==> src/rtl/antares_iterative_divider.sv <==
// Radix-2 restoring divider for the Antares execution stage.
// Accepts DIV/DIVU strobes, iterates 32 steps, returns sign-corrected quotient and remainder.
module antares_iterative_divider (
  input  logic        clk,
  input  logic        rst,
  input  logic        op_divs,
  input  logic        op_divu,
  input  logic [31:0] dividend,
  input  logic [31:0] divisor,
  output logic [31:0] quotient,
  output logic [31:0] remainder,
  output logic        div_stall
);

  typedef enum logic {
    S_IDLE = 1'b0,
    S_BUSY = 1'b1
  } state_t;

  state_t      r_state;
  logic        r_stall;
  logic [31:0] r_rem;
  logic [31:0] r_quo;
  logic [31:0] r_div;
  logic [4:0]  r_cnt;
  logic        r_neg_q;
  logic        r_neg_r;
  logic        r_dz;

  logic        w_start;
  logic [31:0] w_dvd_abs;
  logic [31:0] w_dvs_abs;
  logic [31:0] w_dvd_in;
  logic [31:0] w_dvs_in;
  logic [31:0] w_t_hi;
  logic [32:0] w_d;

  assign w_start   = op_divs | op_divu;
  assign w_dvd_abs = dividend[31] ? (32'd0 - dividend) : dividend;
  assign w_dvs_abs = divisor[31]  ? (32'd0 - divisor)  : divisor;
  // op_divs has priority when both strobes are asserted together.
  assign w_dvd_in  = op_divs ? w_dvd_abs : dividend;
  assign w_dvs_in  = op_divs ? w_dvs_abs : divisor;

  // Upper half of {rem, quo} << 1; the partial remainder never reaches 2^31
  // before the final shift, so no bit is lost off the top.
  assign w_t_hi = {r_rem[30:0], r_quo[31]};
  assign w_d    = {1'b0, w_t_hi} - {1'b0, r_div};

  always_ff @(posedge clk) begin
    if (rst) begin
      r_state <= S_IDLE;
      r_stall <= 1'b0;
      r_rem   <= 32'd0;
      r_quo   <= 32'd0;
      r_div   <= 32'd0;
      r_cnt   <= 5'd0;
      r_neg_q <= 1'b0;
      r_neg_r <= 1'b0;
      r_dz    <= 1'b0;
    end else begin
      case (r_state)
        S_IDLE: begin
          if (w_start) begin
            r_rem   <= 32'd0;
            r_quo   <= w_dvd_in;
            r_div   <= w_dvs_in;
            r_cnt   <= 5'd31;
            r_neg_q <= op_divs & (dividend[31] ^ divisor[31]);
            r_neg_r <= op_divs & dividend[31];
            r_dz    <= (divisor == 32'd0);
            r_state <= S_BUSY;
            r_stall <= 1'b1;
          end
        end
        S_BUSY: begin
          if (!w_d[32]) begin
            r_rem <= w_d[31:0];
          end else begin
            r_rem <= w_t_hi;
          end
          r_quo <= {r_quo[30:0], ~w_d[32]};
          r_cnt <= r_cnt - 5'd1;
          if (r_cnt == 5'd0) begin
            r_state <= S_IDLE;
            r_stall <= 1'b0;
          end
        end
        default: begin
          r_state <= S_IDLE;
          r_stall <= 1'b0;
        end
      endcase
    end
  end

  // Divide-by-zero keeps the raw iteration result: all-ones quotient, dividend magnitude.
  assign quotient  = (r_neg_q && !r_dz) ? (32'd0 - r_quo) : r_quo;
  assign remainder = (r_neg_r && !r_dz) ? (32'd0 - r_rem) : r_rem;
  assign div_stall = r_stall;

endmodule

==> config.mk <==
export PLATFORM = sky130hd
export DESIGN_NAME = antares_iterative_divider
export DESIGN_NICKNAME = d
export VERILOG_FILES = /design/src/rtl/antares_iterative_divider.sv
export SDC_FILE = /design/constraint.sdc
export NUM_CORES = 1
export LEC_CHECK = 0
export CAP_MARGIN = 20
export CORE_ASPECT_RATIO = 1.2
export CORE_MARGIN = 5
export CORE_UTILIZATION = 55
export CTS_BUF_LIST = sky130_fd_sc_hd__clkbuf_16
export DETAILED_ROUTE_END_ITERATION = 10
export PLACE_DENSITY = 0.92
export SYNTH_ARGS = -nofsm -noshare
export SYNTH_HDL_FRONTEND = slang
export SYNTH_SLANG_ARGS = --single-unit
==> constraint.sdc <==
create_clock -name clk -period 10.5 [get_ports clk]
set_clock_uncertainty 0.2 [all_clocks]
set_input_delay 1.575 -clock clk [delete_from_list [all_inputs] [get_ports clk]]
set_output_delay 1.575 -clock clk [all_outputs]
set_load 0.02 [all_outputs]
==> results of run 1 <==
[kinds of logic after synthesis]
| kind of cell | Yosys count | share of synthesized area (%) |
|---|---|---|
| AO/OA/AOI/OAI | 353 | 25.62 |
| adder cells (fa/ha/maj) | 40 | 5.927 |
| XOR/XNOR | 138 | 14.10 |
| multiplexers | 19 | 2.234 |
| buffers and inverters | 126 | 5.606 |
| AND/OR/NAND/NOR | 403 | 21.75 |
| flip-flops | 106 | 24.76 |
[placed cells by master (no fill, tap or decap), types with 8 or more instances in the layout]
master and instances:
nor2_1 166, clkdlybuf4s50_1 131, a21oi_1 113, dfxtp_1 105, nand2_1 104, o21ai_0 89
xnor2_1 69, xor2_1 69, inv_1 58, a211oi_1 51, ha_1 39, nor3_1 23
mux2i_1 18, or3_1 16, o31ai_1 16, nor4_1 14, a21o_1 14, nand2b_1 13
o41ai_1 11, nand4_1 11, nand3_1 10, a31oi_1 10, a311oi_1 10, nor3b_1 9
clkbuf_16 9, nor2b_1 8
[final cells by class]
class / count / area share (%)
timing repair buffer: 140 / 13.58
clock inverter: 5 / 0.2446
clock buffer: 9 / 2.202
tap: 208 / 2.544
sequential: 106 / 20.76
inverter: 57 / 2.092
multi-input combinational: 953 / 58.58
[final timing paths]
path | endpoint | from | depth (start not counted)
max | remainder[30] | r_rem[2] | 9
min | div_stall | div_stall | 2
max reg2reg | r_rem[27] | r_quo[31] | 13
min reg2reg | div_stall | div_stall | 2
[registers in the layout (all words and copies together) (netlist names)]
register	cells
r_div	32
r_quo	32
r_rem	32
r_cnt	5
div_stall	1
r_dz	1
r_neg_q	1
r_neg_r	1
r_state	1
[power groups by stage]
stage,clock [mW],combinational (mW),sequential (mW)
finish,0.305,0.439,0.462
global route,0.320,0.483,0.467
CTS,0.306,0.437,0.462
detailed placement,0,0.434,0.471
global placement,0,0.425,0.469
floorplan,0,0.294,0.462
[worst min-delay path: cells and delay by family, from the launching register on]
family	cells	cell delay (ns)
AOI/OAI and AO/OA	1	0.06
DFF	1	0.33
and+or+nand+nor	1	0.05
[routing by layer]
layer | wire length, um | global-route usage, % | vias up | part of all wire [%]
met5 | 11 | 0 | - | 0.047
met3 | 1454 | 3.658 | 52 | 6.3
met2 | 11440 | 44.01 | 296 | 49
li1 | - | - | 4367 | -
met4 | 631 | 7.397 | 2 | 2.7
met1 | 9708 | 32.05 | 3940 | 42
[Yosys cell counts (11+ instances only)]
cell type,number
a21o_1,14
xnor2_1,69
inv_1,57
o31ai_1,16
clkbuf_1,62
a21oi_1,113
nor4_1,14
nand2_1,104
mux2i_1,18
dfxtp_1,106
or3_1,16
xor2_1,69
o21ai_0,89
o41ai_1,11
nor3_1,24
ha_1,39
nand2b_1,13
nor2_1,167
a211oi_1,51
nand4_1,11
[metrics by stage]
step / cell area (um^2) / hold slack (ns)
floorplan: 8571 / 0.2408
global placement: 9958 / 0.2469
detailed placement: 9958 / 0.2539
CTS: 10210 / 0.2726
global route: 10230 / 0.3009
finish: 10230 / 0.2774
==> flow_metrics.py, run 1 <==
metrics = {
    "setup_path": {
        "crit_chain": "nor4_1, and3_1, nor3b_1, nand3_1, nor2_1, nand3b_1, o41ai_1, xnor2_1, clkdlybuf4s50_1",
        "crit_path_max_fanout": 8,
        "critPathBufInv": 1,
        "cp.required_ns": 8.73,
        "path_delay_family": "simple AND/OR/NAND/NOR gates",
        "max_stage_delay_ns": 0.67,
        "crit_path_top_delay_cell": "nor4_1",
        "critPathArrivalTime_ns": 3.78,
        "startpoint_type": "register",
        "worst-setup-path-type": "reg -> out",
        "worst_setup_path_end_kind": "output port",
        "r2r_setup_slack_ns": 6.97,
    },
    "floorplanning": {
        "die_h_um": 146.7,
        "row_count": 50,
        "io_pins": 133,
        "fp.dieW_um": 124.0,
        "dieArea_um2": 18190,
        "core_um2": 15450,
        "start_util_pct": 55.47,
    },
    "placed_design": {
        "dpl.cell_count": 1463,
        "pre_cts_slack_ns": 5.338,
        "place_hpwl_um": 17580,
        "port_buffers": 132,
        "gp_congestion": 0.9579,
    },
    "global_route": {
        "grt_overflow": 0,
        "antenna_found_initial": 1,
        "grt_pass1_vias": 8041,
        "grt_max_degree": 82,
        "grt.total_usage_pct": 25.26,
        "grt_pass1_wl_um": 37980,
    },
    "final_layout": {
        "multi_input_area_um2": 5992,
        "nNetsFinal": 1375,
        "fin_util_pct": 66.19,
        "layout-drive-gt1-share_pct": 2.598,
        "layout-area-overhead-vs-synth_pct": 19.34,
        "antenna_cells": 0,
        "n_fill_cell": 1344,
        "regArea_um2": 2123,
        "stdcell_count": 1478,
    },
    "cts": {
        "cts_resized": 0,
        "numCtsBuffers": 9,
        "clock_sinks": 106,
        "clockRootBuffer": "clkbuf_16",
        "htreeDepth": 3,
        "cts_hold_buf": 0,
        "clk_latency_ns": 0.35,
        "cts_setup_buffers": 0,
        "cts_tree": "yes",
        "max-clock-path-buffers": 2,
        "path_clk_slew_ns": 0.07,
    },
    "synth": {
        "netlist-cell-type-count": 57,
        "synthFlopType": "dfxtp_1",
        "synth_seq_cells": 106,
        "synth_top_area_share_pct": 24.76,
        "synth-async-reset-ratio_pct": 0,
        "syn-mean-instance-area_um2": 7.233,
        "synthTopCellsByArea": "dfxtp_1 25%, nor2_1 7.3%, xnor2_1 7.1%",
        "synth-warning-count": 0,
        "syn_nets": 1293,
        "synth.cell_area_um2": 8571,
        "synth_edf_count": 0,
        "synthCells": 1185,
        "yosysTopAreaCell": "dfxtp_1",
        "ys_seq_area_share_pct": 24.76,
    },
    "pwr": {
        "seqPwrFrac_pct": 38.4,
        "pwr-share-comb_pct": 36.4,
        "swShare_pct": 35.52,
        "p_switching_uw": 428.1,
        "power_density_nw_per_um2": 117.9,
        "total_power_mw": 1.205,
        "pwr-share-clk_pct": 25.3,
        "p_int_uw": 777.4,
        "irDropWorstVdd_v": 0.00007219,
        "leakagePower_nw": 4.060,
    },
    "drt": {
        "drtIter0Drc": 543,
        "drtPass1Iterations": 6,
        "antenna_left": 0,
        "drc_errors": 0,
        "viasPerCell": 5.857,
        "post_drt_wl_per_cell_um": 15.73,
        "vias": 8657,
        "finalWirelength_um": 23240,
    },
    "sta": {
        "fin_tns_setup_ns": 0,
        "maxSlewViolCount": 0,
        "fmax_mhz": 179.9,
        "setup_ws_ns": 4.941,
        "rsz0062_at_grt": "no",
        "hold_viol": 0,
        "tightest_slew_ns": 1.048,
        "relSlewSlack_pct": 29.97,
        "setup_violations": 0,
        "fin_crit_sh_pct": 52.94,
        "post-route-min-period_ns": 5.559,
    },
    "status": {
        "status": "completed",
    },
    "hold_path": {
        "hold_path_class": "reg -> reg",
    },
    "job": {
        "cap_violations": 0,
    },
}
(Power assumes the default switching activity.)
==> run 2: changes to the inputs <==
- CORE_UTILIZATION: 55 -> 50
- PLACE_DENSITY: 0.92 -> 0.89
- clock period: 10.5 -> 4.8 ns (I/O delays scaled with it)
==> flow_metrics.py, run 2 (synthesis gave the netlist of run 1 again) <==
metrics = {
    "global_route": {
        "grt.total_usage_pct": 22.74,
        "grt_pass1_vias": 8206,
        "grt_max_degree": 55,
        "antenna_found_initial": 3,
        "grt_pass1_wl_um": 37540,
        "grt_overflow": 0,
    },
    "cts": {
        "cts_hold_buf": 0,
        "clock_sinks": 106,
        "htreeDepth": 3,
        "path_clk_slew_ns": 0.07,
        "cts_setup_buffers": 0,
        "numCtsBuffers": 9,
        "clockRootBuffer": "clkbuf_16",
        "clk_latency_ns": 0.35,
        "cts_tree": "yes",
        "max-clock-path-buffers": 2,
    },
    "floorplanning": {
        "fp.dieW_um": 129.5,
        "die_h_um": 153.4,
        "start_util_pct": 50.86,
        "io_pins": 133,
        "core_um2": 16850,
        "dieArea_um2": 19870,
        "row_count": 52,
    },
    "final_layout": {
        "design_area_um2": 10300,
        "layout-area-overhead-vs-synth_pct": 20.22,
        "layout-drive-gt1-share_pct": 2.754,
        "reg_top3": "r_div (32), r_quo (32), r_rem (32)",
        "final_cell_mix": "166 x nor2_1, 131 x clkdlybuf4s50_1, 113 x a21oi_1",
        "nNetsFinal": 1376,
        "mostFrequentLayoutCell": "nor2_1",
        "regArea_um2": 2123,
        "multi_input_area_um2": 6007,
        "stdcell_count": 1490,
        "n_fill_cell": 1507,
    },
    "pwr": {
        "pwr-share-clk_pct": 28.1,
        "p_switching_uw": 934.0,
        "swShare_pct": 34.08,
        "total_power_mw": 2.741,
        "irDropWorstVdd_v": 0.0001642,
        "leakagePower_nw": 4.091,
        "pwr-share-comb_pct": 34.8,
        "power_density_nw_per_um2": 266.0,
        "p_int_mw": 1.807,
        "seqPwrFrac_pct": 37.1,
    },
    "sta": {
        "tightest_slew_ns": 1.014,
        "fmax_mhz": 225.8,
        "relSlewSlack_pct": 32.41,
        "post-route-min-period_ns": 4.429,
        "setup_violations": 0,
        "hold_viol": 0,
        "maxSlewViolCount": 0,
        "fin_crit_sh_pct": 92.27,
        "rsz0062_at_grt": "no",
        "fin_tns_setup_ns": 0,
    },
    "setup_path": {
        "startpoint_type": "register",
        "critPathArrivalTime_ns": 3.51,
        "worst_setup_path_end_kind": "output port",
        "cp.required_ns": 3.88,
        "crit_path_max_fanout": 8,
        "worst-setup-path-type": "reg -> out",
    },
    "status": {
        "status": "completed",
    },
    "drt": {
        "drtIter0Drc": 604,
        "finalWirelength_um": 23420,
        "vias": 8796,
        "drtPass1Iterations": 6,
        "post_drt_wl_per_cell_um": 15.72,
        "antenna_left": 0,
        "viasPerCell": 5.903,
        "drc_errors": 0,
    },
    "placed_design": {
        "gp_congestion": 0.9357,
        "port_buffers": 132,
        "dpl_cell_area_um2": 9983,
        "dpl.cell_count": 1473,
        "place_hpwl_um": 17710,
    },
    "job": {
        "cap_violations": 0,
    },
    "hold_path": {
        "hold_path_class": "reg -> reg",
    },
}
run 2: cell count changes in the layout (fill, tap and decap cells not counted):
cell	previous run	this run
clkinvlp_4	1	0
buf_4	7	9
diode_2	0	3
buf_12	1	0
nor4_1	14	13
nor4_4	1	2
clkinv_2	2	1
bufinv_16	0	2
run 2: what timing repair did:
item,4_1_cts,5_1_grt
resized for setup,1,1
endpoints found under the setup margin,1,1
endpoints found under the hold margin,0,0
run 2: area by class of cell:
cell class | count | area share (%)
clock inverters | 5 | 0.7043
multi-input cells | 953 | 58.30
well taps | 216 | 2.623
repair buffers | 141 | 13.43
inverters | 57 | 2.077
clock buffers | 9 | 2.186
diodes | 3 | 0.07286
flip-flops and latches | 106 | 20.61
run 2: critical path, cell delays in order, from the launching register on:
cell and delay [ns]:
dfxtp_1 0.42, nor4_4 0.43, and3_1 0.29, nor3b_1 0.40, nand3_1 0.20, nor2_1 0.19, nand3b_1 0.12, o41ai_1 0.31
xnor2_1 0.17, clkdlybuf4s50_1 0.63
run 2: metal layers:
metal	routed length, um	track usage (%)	vias up
met5	0	0	-
met3	1769	4.538	49
met4	630	7.871	0
li1	-	-	4379
met1	9205	26.52	4028
met2	11810	40.88	340
run 2: path summary, 6_finish.rpt:
| check | from | endpoint | slack [ns] | cells past startpoint |
|---|---|---|---|---|
| setup / recovery | r_rem[2] | remainder[30] | 0.37 | 9 |
| hold reg to reg | r_neg_q | r_neg_q | 0.27 | 2 |
| hold / removal | r_neg_q | r_neg_q | 0.27 | 2 |
| setup reg to reg | r_quo[31] | r_rem[29] | 1.16 | 12 |
run 2: per-stage QoR:
stage / worst slack, ns / util (%) / hold WS (ns)
after floorplan: 1.242 / - / 0.2408
after global placement: 0.5393 / 59.24 / 0.2487
after detailed placement: 0.3947 / 59.24 / 0.2485
after CTS: 0.2242 / 61.05 / 0.2679
after global routing: 0.08773 / 61.14 / 0.2882
final: 0.3710 / 61.14 / 0.2683
run 2: power groups by stage:
stage	sequential (mW)	combinational (mW)	clock [mW]
2_1_floorplan	1.01	0.643	0
3_3_place_gp	1.03	0.921	0
3_5_place_dp	1.04	0.943	0
4_1_cts	1.02	0.950	0.780
5_1_grt	1.03	1.05	0.817
6_report	1.02	0.955	0.769
